File: src/rtl/wb_arbiter.sv
// Register-file writeback arbiter: pipeline has priority, the multicycle unit is forced after STARVE_MAX losses.
// Define WB_SCOREBOARD_EN to track outstanding multicycle destinations in pend_mask.
module wb_arbiter #(
   parameter int STARVE_MAX = 4
) (
   input  logic        clk,
   input  logic        rst,
   input  logic        p_valid,
   input  logic [4:0]  p_wa,
   input  logic [31:0] p_wd,
   output logic        p_ready,
   input  logic        m_valid,
   input  logic [4:0]  m_wa,
   input  logic [31:0] m_wd,
   output logic        m_ready,
   input  logic        iss_en,
   input  logic [4:0]  iss_wa,
   output logic        we3,
   output logic [4:0]  wa3,
   output logic [31:0] wd3,
   output logic [31:0] pend_mask
);

   typedef enum logic {PRIO_P, FORCE_M} state_t;

   state_t     state;
   logic [3:0] cnt;
   logic [3:0] cnt_inc;

   assign cnt_inc = cnt + 4'd1;

   // Grants are gated by reset so nothing is accepted while rst is low.
   always_comb begin
      p_ready = 1'b0;
      m_ready = 1'b0;
      if (rst) begin
         if (state == FORCE_M) begin
            m_ready = m_valid;
            p_ready = p_valid && !m_valid;
         end else begin
            p_ready = p_valid;
            m_ready = m_valid && !p_valid;
         end
      end
   end

   always_comb begin
      we3 = 1'b0;
      wa3 = 5'd0;
      wd3 = 32'd0;
      if (p_ready) begin
         wa3 = p_wa;
         wd3 = p_wd;
         we3 = (p_wa != 5'd0);
      end else if (m_ready) begin
         wa3 = m_wa;
         wd3 = m_wd;
         we3 = (m_wa != 5'd0);
      end
   end

   // FORCE_M lasts exactly one cycle whether or not the multicycle unit shows up.
   always_ff @(posedge clk or negedge rst) begin
      if (!rst) begin
         state <= PRIO_P;
         cnt   <= 4'd0;
      end else begin
         case (state)
            PRIO_P: begin
               if (p_valid && m_valid) begin
                  if (cnt_inc == 4'(STARVE_MAX)) begin
                     state <= FORCE_M;
                     cnt   <= 4'd0;
                  end else begin
                     cnt <= cnt_inc;
                  end
               end else if (m_valid) begin
                  cnt <= 4'd0;
               end
            end
            default: begin
               state <= PRIO_P;
               cnt   <= 4'd0;
            end
         endcase
      end
   end

`ifdef WB_SCOREBOARD_EN
   logic [31:0] pend_q;
   logic [31:0] set_vec;
   logic [31:0] clr_vec;

   always_comb begin
      set_vec = 32'd0;
      clr_vec = 32'd0;
      if (iss_en && iss_wa != 5'd0) set_vec[iss_wa] = 1'b1;
      if (m_ready) clr_vec[m_wa] = 1'b1;
   end

   // Set is OR-ed after the clear so a same-cycle re-issue keeps the bit.
   always_ff @(posedge clk or negedge rst) begin
      if (!rst) pend_q <= 32'd0;
      else      pend_q <= ((pend_q & ~clr_vec) | set_vec) & ~32'd1;
   end

   assign pend_mask = pend_q;
`else
   logic unused_iss;
   assign unused_iss = iss_en ^ (^iss_wa);
   assign pend_mask  = 32'd0;
`endif

endmodule
File: config.mk
export PLATFORM = sky130hd
export DESIGN_NAME = wb_arbiter
export DESIGN_NICKNAME = d
export VERILOG_FILES = /design/src/rtl/wb_arbiter.sv
export SDC_FILE = /design/constraint.sdc
export NUM_CORES = 1
export LEC_CHECK = 0
export CORE_MARGIN = 1.5
export CORE_UTILIZATION = 25
export DETAILED_ROUTE_END_ITERATION = 8
export PLACE_DENSITY = 0.84
export SKIP_LAST_GASP = 1
export SLEW_MARGIN = 20
export SYNTH_ARGS = -nofsm -noshare
export SYNTH_HDL_FRONTEND = slang
export SYNTH_SLANG_ARGS = --single-unit
File: constraint.sdc
create_clock -name clk -period 3.5 [get_ports clk]
set_clock_uncertainty 0.1 [all_clocks]
set_input_delay 0.7 -clock clk [delete_from_list [all_inputs] [get_ports clk]]
set_output_delay 0.7 -clock clk [all_outputs]
set_load 0.1 [all_outputs]
Word-level counts from Yosys, hierarchy flattened

Index checks and enable logic that the tools add are counted.

Multipliers: 0
Divide/modulo/power cells: 0
Bitwise gates (word level): 0
Mux-type cells: 17
Order comparisons: 0
Shift-type cells: 0
Reduce and logical (&&, ||, !) cells: 8
Equality and inequality tests: 1
$add $sub $neg: 1

Operators by type and width:

| kind                  | number |
|---|---|
| $mux W32              | 2 |
| $mux W4               | 4 |
| $mux W5               | 2 |
| $reduce_bool A5 Y1    | 2 |
| $mux W1               | 9 |
| $add A4 B1 Y4 const B | 1 |
| $eq A4 B3 Y1 const B  | 1 |
| $logic_and A1 B1 Y1   | 3 |
| $reduce_bool A3 Y1    | 1 |
| $logic_not A1 Y1      | 2 |

Register bits after elaboration: 5
RAM bits: 0
Input port bits: 84
Latch bits: 0
ROM bits: 0
Memories kept: 0

Depth between registers and ports, before layout

Gate-level depths: netlist of the first run.

Depth after elaboration: 6
Gate-level depth with buffers: 5
Gate-level depth less buffers: 5

Worst setup path before layout of the first run

No wires, ideal clock.

Path type: in2out
Start: in m_valid
End: out we3
Stages: 5
Arrival: 3001 ps
Buffers on the path: 2
Path slack: -301 ps
Path through: buf_2 a21oi_1 clkbuf_1 o21ai_0 nand2_1

Longest elaborated chain between the ends: 5
Elaborated cells on any way between the ends: 9
Those cells by class: 6 x mux; 3 x reduce/logical

Ends and longest elaborated chain:

| what                | line | source |
|---|---|---|
| from (decl)         | 12   | `input logic m_valid,` |
| $logic_not A1 Y1    | 39   | `p_ready = p_valid && !m_valid;` |
| $logic_and A1 B1 Y1 | 39   |  |
| $mux W1             | 37   | `if (state == FORCE_M) begin` |
| $mux W1             | 36   | `if (rst) begin` |
| via p_ready         | 11   | `output logic p_ready,` |
| $mux W1             | 51   | `if (p_ready) begin` |
| to (decl)           | 18   | `output logic we3,` |

The timed path passes the listed nets, and every way through them passes these cells.

Worst setup path in the final report of the first run

Start: in rst
End: out we3

Longest elaborated chain between the ends: 3
Elaborated cells on any way between the ends: 4
Those cells by class: 4 x mux

Ends and longest elaborated chain:

| what        | line | source |
|---|---|---|
| from (decl) | 7    | `input logic rst,` |
| $mux W1     | 36   |  |
| $mux W1     | 55   | `end else if (m_ready) begin` |
| $mux W1 (*) | 51   |  |

Every way passes the cells marked *; elsewhere a longest branch is shown, timed or not.

==> impl_metrics.yaml, run 1 <==
run_status:
  status: "completed"
layout:
  antenna_cells: 0
  area_growth_pct: 156
  num-fill-cells: 286
  drive_gt1_share_pct: 21.5
  post-route-cell-area_um2: 2560
  nets: 324
place:
  placed_area_um2: 2510
  io_buffers: 117
  dp_hpwl_mm: 3.54
  gp_congestion: 0.845
pwr:
  finalPower_mw: 0.855
  leakagePower_nw: 1.10
  peakVddDrop_v: 0.000268
  power_density_nw_per_um2: 334
logic_synthesis:
  syn_avg_cell_area_um2: 8.26
  synthTopCellsByArea: "a22o_1, buf_4, dfrtp_1"
  synth_edf_count: 0
  ys_seq_area_share_pct: 12.5
  synth.cell_area_um2: 1000
  ys_warn_count: 0
  synth_area_leader_cell: "a22o_1"
  ys_ff_latch: 5
  synth_ff_type: "dfrtp_1"
  syn_inst: 121
  ys_async_sr_fraction_pct: 100
  synth_cell_types: 25
  synth_top_area_share_pct: 34.2
critical_path:
  critPathLaunchType: "primary input"
  crit_top_cell: "nand2_1"
  crit_type: "in -> out"
  endpoint_kind: "primary output"
  cp_max_fo: 20
  cp.arrival_ns: 2.35
  slowest_delay_ns: 0.65
  path_cells: "clkdlybuf4s50_1 > nand2_1 > a21oi_4 > buf_4 > o21ai_0 > nand2_1 > buf_12"
  required_ns: 2.70
  crit-reg2reg-launch: "cnt[0]$_DFFE_PN0P_"
  crit_slowest_cell: "clkdlybuf4s50_1"
  critical_path.startpoint: "rst"
cts:
  hold_buffers: 0
  cts_tree: "built"
  ctsResizeCount: 0
  cts_sinks: 5
  cts_max_path_buffers: 2
  root_buffer: "clkbuf_8"
  clk_pin_slew_ns: 0.04
  htree_levels: 1
  clk_latency_ns: 0.23
  cts_setup_buffers: 0
  cts_inserted_buffers: 3
timing:
  slew_violations: 0
  final.min_clock_period_ns: 3.15
  hold_violations: 0
  setup_violations: 0
  rsz0062_at_grt: "no"
  timing.fmax_ghz: 0.317
  final.setup.tns_ns: 0
  post-route-period-util_pct: 90.0
route:
  drtIter0Drc: 71
  drt-total-wl_mm: 4.25
  vias: 1327
  firstDrtPassIters: 4
  vias_per_cell: 4.66
  wl_per_cell_um: 14.9
  postRouteAntennaNets: 0
  drc: 0
die:
  core_area_um2: 3740
  num_io_pins: 156
  die_w_um: 66.2
  start_util_pct: 26.7
  std_cell_rows: 22
  dieArea_um2: 4390
  die_y_um: 66.2
global_route:
  grt_pass1_vias: 1241
  grt_usage_pct: 17.8
  grt_pass1_wl_mm: 6.02
  antenna_found_initial: 0
  grt_max_degree: 26
  grt-ovfl-total: 0
min_path:
  hp-class: "reg -> reg"
  hp-start: "state$_DFF_PN0_"
flow_run:
  cap_violations: 0
==> worst max-delay path, delay by kind of cell <==
kind,cells,cell delay [ns]
buffers and inverters,3,1.08
AOI/OAI and AO/OA,2,0.28
and+or+nand+nor,2,0.27
==> per-stage QoR <==
step           util, %  hold WS (ns)  worst slack, ns  cells
2_1_floorplan        -         0.304            0.252    152
3_3_place_gp      67.1         0.487            0.404    281
3_5_place_dp      67.1         0.511            0.342    281
4_1_cts           68.3         0.520            0.334    285
5_1_grt           68.3         0.558            0.236    285
6_report          68.3         0.516            0.350    285
==> logic make-up after synthesis <==
group                    count (synthesis)  synth area share [%]
AO/OA/AOI/OAI                           47                  38.9
flip-flops                               5                  12.5
other                                    1                 0.375
AND/OR/NAND/NOR                         24                  15.0
multiplexers                             1                  1.13
adder cells (fa/ha/maj)                  2                  2.50
buffers and inverters                   41                  29.5
==> area by class of cell <==
type / count / area [µm²] / area share [%]
flip-flops and latches: 5 / 125 / 4.89
clock buffers: 4 / 45.0 / 1.76
well taps: 48 / 60.1 / 2.35
multi-input cells: 106 / 707 / 27.6
repair buffers: 122 / 1620 / 63.4
==> cell usage after synthesis, types with 2 or more instances <==
library cell	number
a21oi_1	4
a22o_1	39
buf_2	5
buf_4	32
buf_6	2
clkbuf_1	2
dfrtp_1	5
ha_1	2
nand2_1	3
nand2b_1	3
nand3_1	2
nand3b_1	2
nor2_1	3
nor2b_1	2
nor3_1	2
nor3b_1	2
o21ai_0	2
or4_1	2
==> layer usage <==
layer / global-route usage, % / wire (µm) / share of wire [%]
met1: 19.2 / 1480 / 35
met5: 0 / 0 / 0
met4: 4.85 / 62 / 1.5
met2: 33.8 / 2330 / 55
met3: 4.43 / 379 / 8.9
==> layout by cell type, fill, tap and decap left out, types with 3 or more instances in the layout <==
cell type,instances
clkdlybuf4s50_1,77
buf_12,41
a22o_1,39
conb_1,32
dfrtp_1,5
buf_4,4
nand2b_1,3
nand2_1,3
nor2_1,3
a21oi_1,3
clkbuf_8,3
==> power breakdown <==
part	total, mW	internal (mW)	switching (mW)
Combinational	0.660	0.226	0.434
Clock	0.111	0.0785	0.0328
Sequential	0.0835	0.0678	0.0158
==> flip-flops by register name (all words and copies together), names as in the netlist <==
name,flops
cnt,4
state,1
==> final timing paths <==
path,endpoint,slack [ns],cells past startpoint
setup reg to reg,cnt[0]$_DFFE_PN0P_,1.86,4
setup / recovery,we3,0.35,7
max in group asynchronous,cnt[1]$_DFFE_PN0P_,2.43,1
hold / removal,cnt[1]$_DFFE_PN0P_,0.52,1
min in group asynchronous,state$_DFF_PN0_,0.63,1
hold reg to reg,cnt[1]$_DFFE_PN0P_,0.52,1
(Power assumes the default switching activity.)
==> run 2, diff against run 1 <==
--- a/config.mk
+++ b/config.mk
@@ -5,9 +5,11 @@
 export SDC_FILE = /design/constraint.sdc
 export NUM_CORES = 1
 export LEC_CHECK = 0
-export CORE_MARGIN = 1.5
+export CAP_MARGIN = 20
+export CORE_MARGIN = 2
 export CORE_UTILIZATION = 25
 export DETAILED_ROUTE_END_ITERATION = 8
+export HOLD_SLACK_MARGIN = 0.12
 export PLACE_DENSITY = 0.84
 export SKIP_LAST_GASP = 1
 export SLEW_MARGIN = 20
==> impl_metrics.yaml, run 2 (synthesis results as in run 1) <==
place:
  place_inst: 281
  gp_congestion: 0.894
  dp_hpwl_mm: 3.77
  io_buffers: 117
  placed_area_um2: 2500
  preCtsSetupSlack_ns: 0.397
layout:
  largestRegisters: "cnt: 4 flops, state: 1 flops"
  antenna_cells: 0
  area_growth_pct: 155
  final_cell_mix: "clkdlybuf4s50_1, buf_12, a22o_1"
  post-route-cell-area_um2: 2550
  drive_gt1_share_pct: 21.5
  top_register: "cnt"
  final_util_pct: 68.0
  nets: 324
  layout_commonest_cell: "clkdlybuf4s50_1"
  fin_cells: 285
  largest_reg_flops: 4
timing:
  final.setup.tns_ns: 0
  timing.fmax_ghz: 0.322
  rsz0062_at_grt: "no"
  setup_violations: 0
  setup_slack_ns: 0.391
  slew_violations: 0
  hold_violations: 0
  final.min_clock_period_ns: 3.11
  post-route-period-util_pct: 88.8
  fin_hold_ws_ns: 0.513
die:
  core_area_um2: 3740
  num_io_pins: 156
  die_w_um: 67.2
  start_util_pct: 26.7
  die_y_um: 67.2
  dieArea_um2: 4520
  std_cell_rows: 22
min_path:
  hp-class: "reg -> reg"
cts:
  root_buffer: "clkbuf_8"
  hold_buffers: 0
  htree_levels: 1
  cts_tree: "built"
  clk_pin_slew_ns: 0.04
  cts_setup_buffers: 0
  cts_max_path_buffers: 2
  cts_sinks: 5
  cts_inserted_buffers: 3
  ctsResizeCount: 0
  clk_latency_ns: 0.23
route:
  wl_met2_mm: 2.47
  drc: 0
  wl_per_cell_um: 15.6
  drt-total-wl_mm: 4.45
  met3WireLength_um: 478
  wl_met1_mm: 1.39
  vias: 1317
  firstDrtPassIters: 4
  top_layer: "met4"
  postRouteAntennaNets: 0
  drtIter0Drc: 53
  vias_per_cell: 4.62
global_route:
  grt_pass1_vias: 1255
  grt-ovfl-total: 0
  grt_usage_pct: 17.3
  grt_max_degree: 40
  antenna_found_initial: 0
  grt_pass1_wl_mm: 6.01
critical_path:
  endpoint_kind: "primary output"
  path_cells: "clkdlybuf4s50_1 > nand2b_1 > and3_4 > a22o_1 > buf_12"
  cpLargestDelayFamily: "buffers and inverters"
  crit_slowest_cell: "clkdlybuf4s50_1"
  cp.arrival_ns: 2.31
  crit_type: "in -> out"
  critical_path_buf_inv_count: 2
  critPathLaunchType: "primary input"
  required_ns: 2.70
  slowest_delay_ns: 0.50
  cp_max_fo: 39
run_status:
  status: "completed"
pwr:
  peakVddDrop_v: 0.000228
  leakagePower_nw: 1.10
  power_density_nw_per_um2: 336
  finalPower_mw: 0.856
flow_run:
  cap_violations: 0
-- run 2: cell counts in the layout (fill, tap and decap cells not counted) --
Identical to the previous run, type by type.
-- run 2: per-layer routing --
layer	vias up	global-route usage, %
met5	-	0
met4	0	6.63
met3	9	5.50
met2	75	34.8
met1	604	15.8
li1	629	-
-- run 2: final timing paths --
kind / from / endpoint / slack, ns / depth (start not counted)
worst min-delay path: state$_DFF_PN0_ / cnt[1]$_DFFE_PN0P_ / 0.51 / 1
worst max-delay path: p_valid / wd3[27] / 0.39 / 5
worst min register to register: state$_DFF_PN0_ / cnt[1]$_DFFE_PN0P_ / 0.51 / 1
min in group asynchronous: rst / cnt[2]$_DFFE_PN0P_ / 0.56 / 1
max in group asynchronous: rst / state$_DFF_PN0_ / 2.44 / 2
worst max register to register: cnt[0]$_DFFE_PN0P_ / cnt[0]$_DFFE_PN0P_ / 1.89 / 4
-- run 2: report_power, final --
group	internal, mW	leakage [nW]	total, mW	switching [mW]
logic	0.225	1.01	0.660	0.435
registers	0.0678	0.0669	0.0830	0.0153
clock network	0.0787	0.0228	0.113	0.0341
-- run 2: area by class of cell --
| cell class | count | area [µm²] |
|---|---|---|
| fillers | 305 | 1200 |
| repair buffers | 122 | 1610 |
| well taps | 48 | 60.1 |
| flip-flops and latches | 5 | 125 |
| multi-input cells | 106 | 707 |
| clock buffers | 4 | 45.0 |
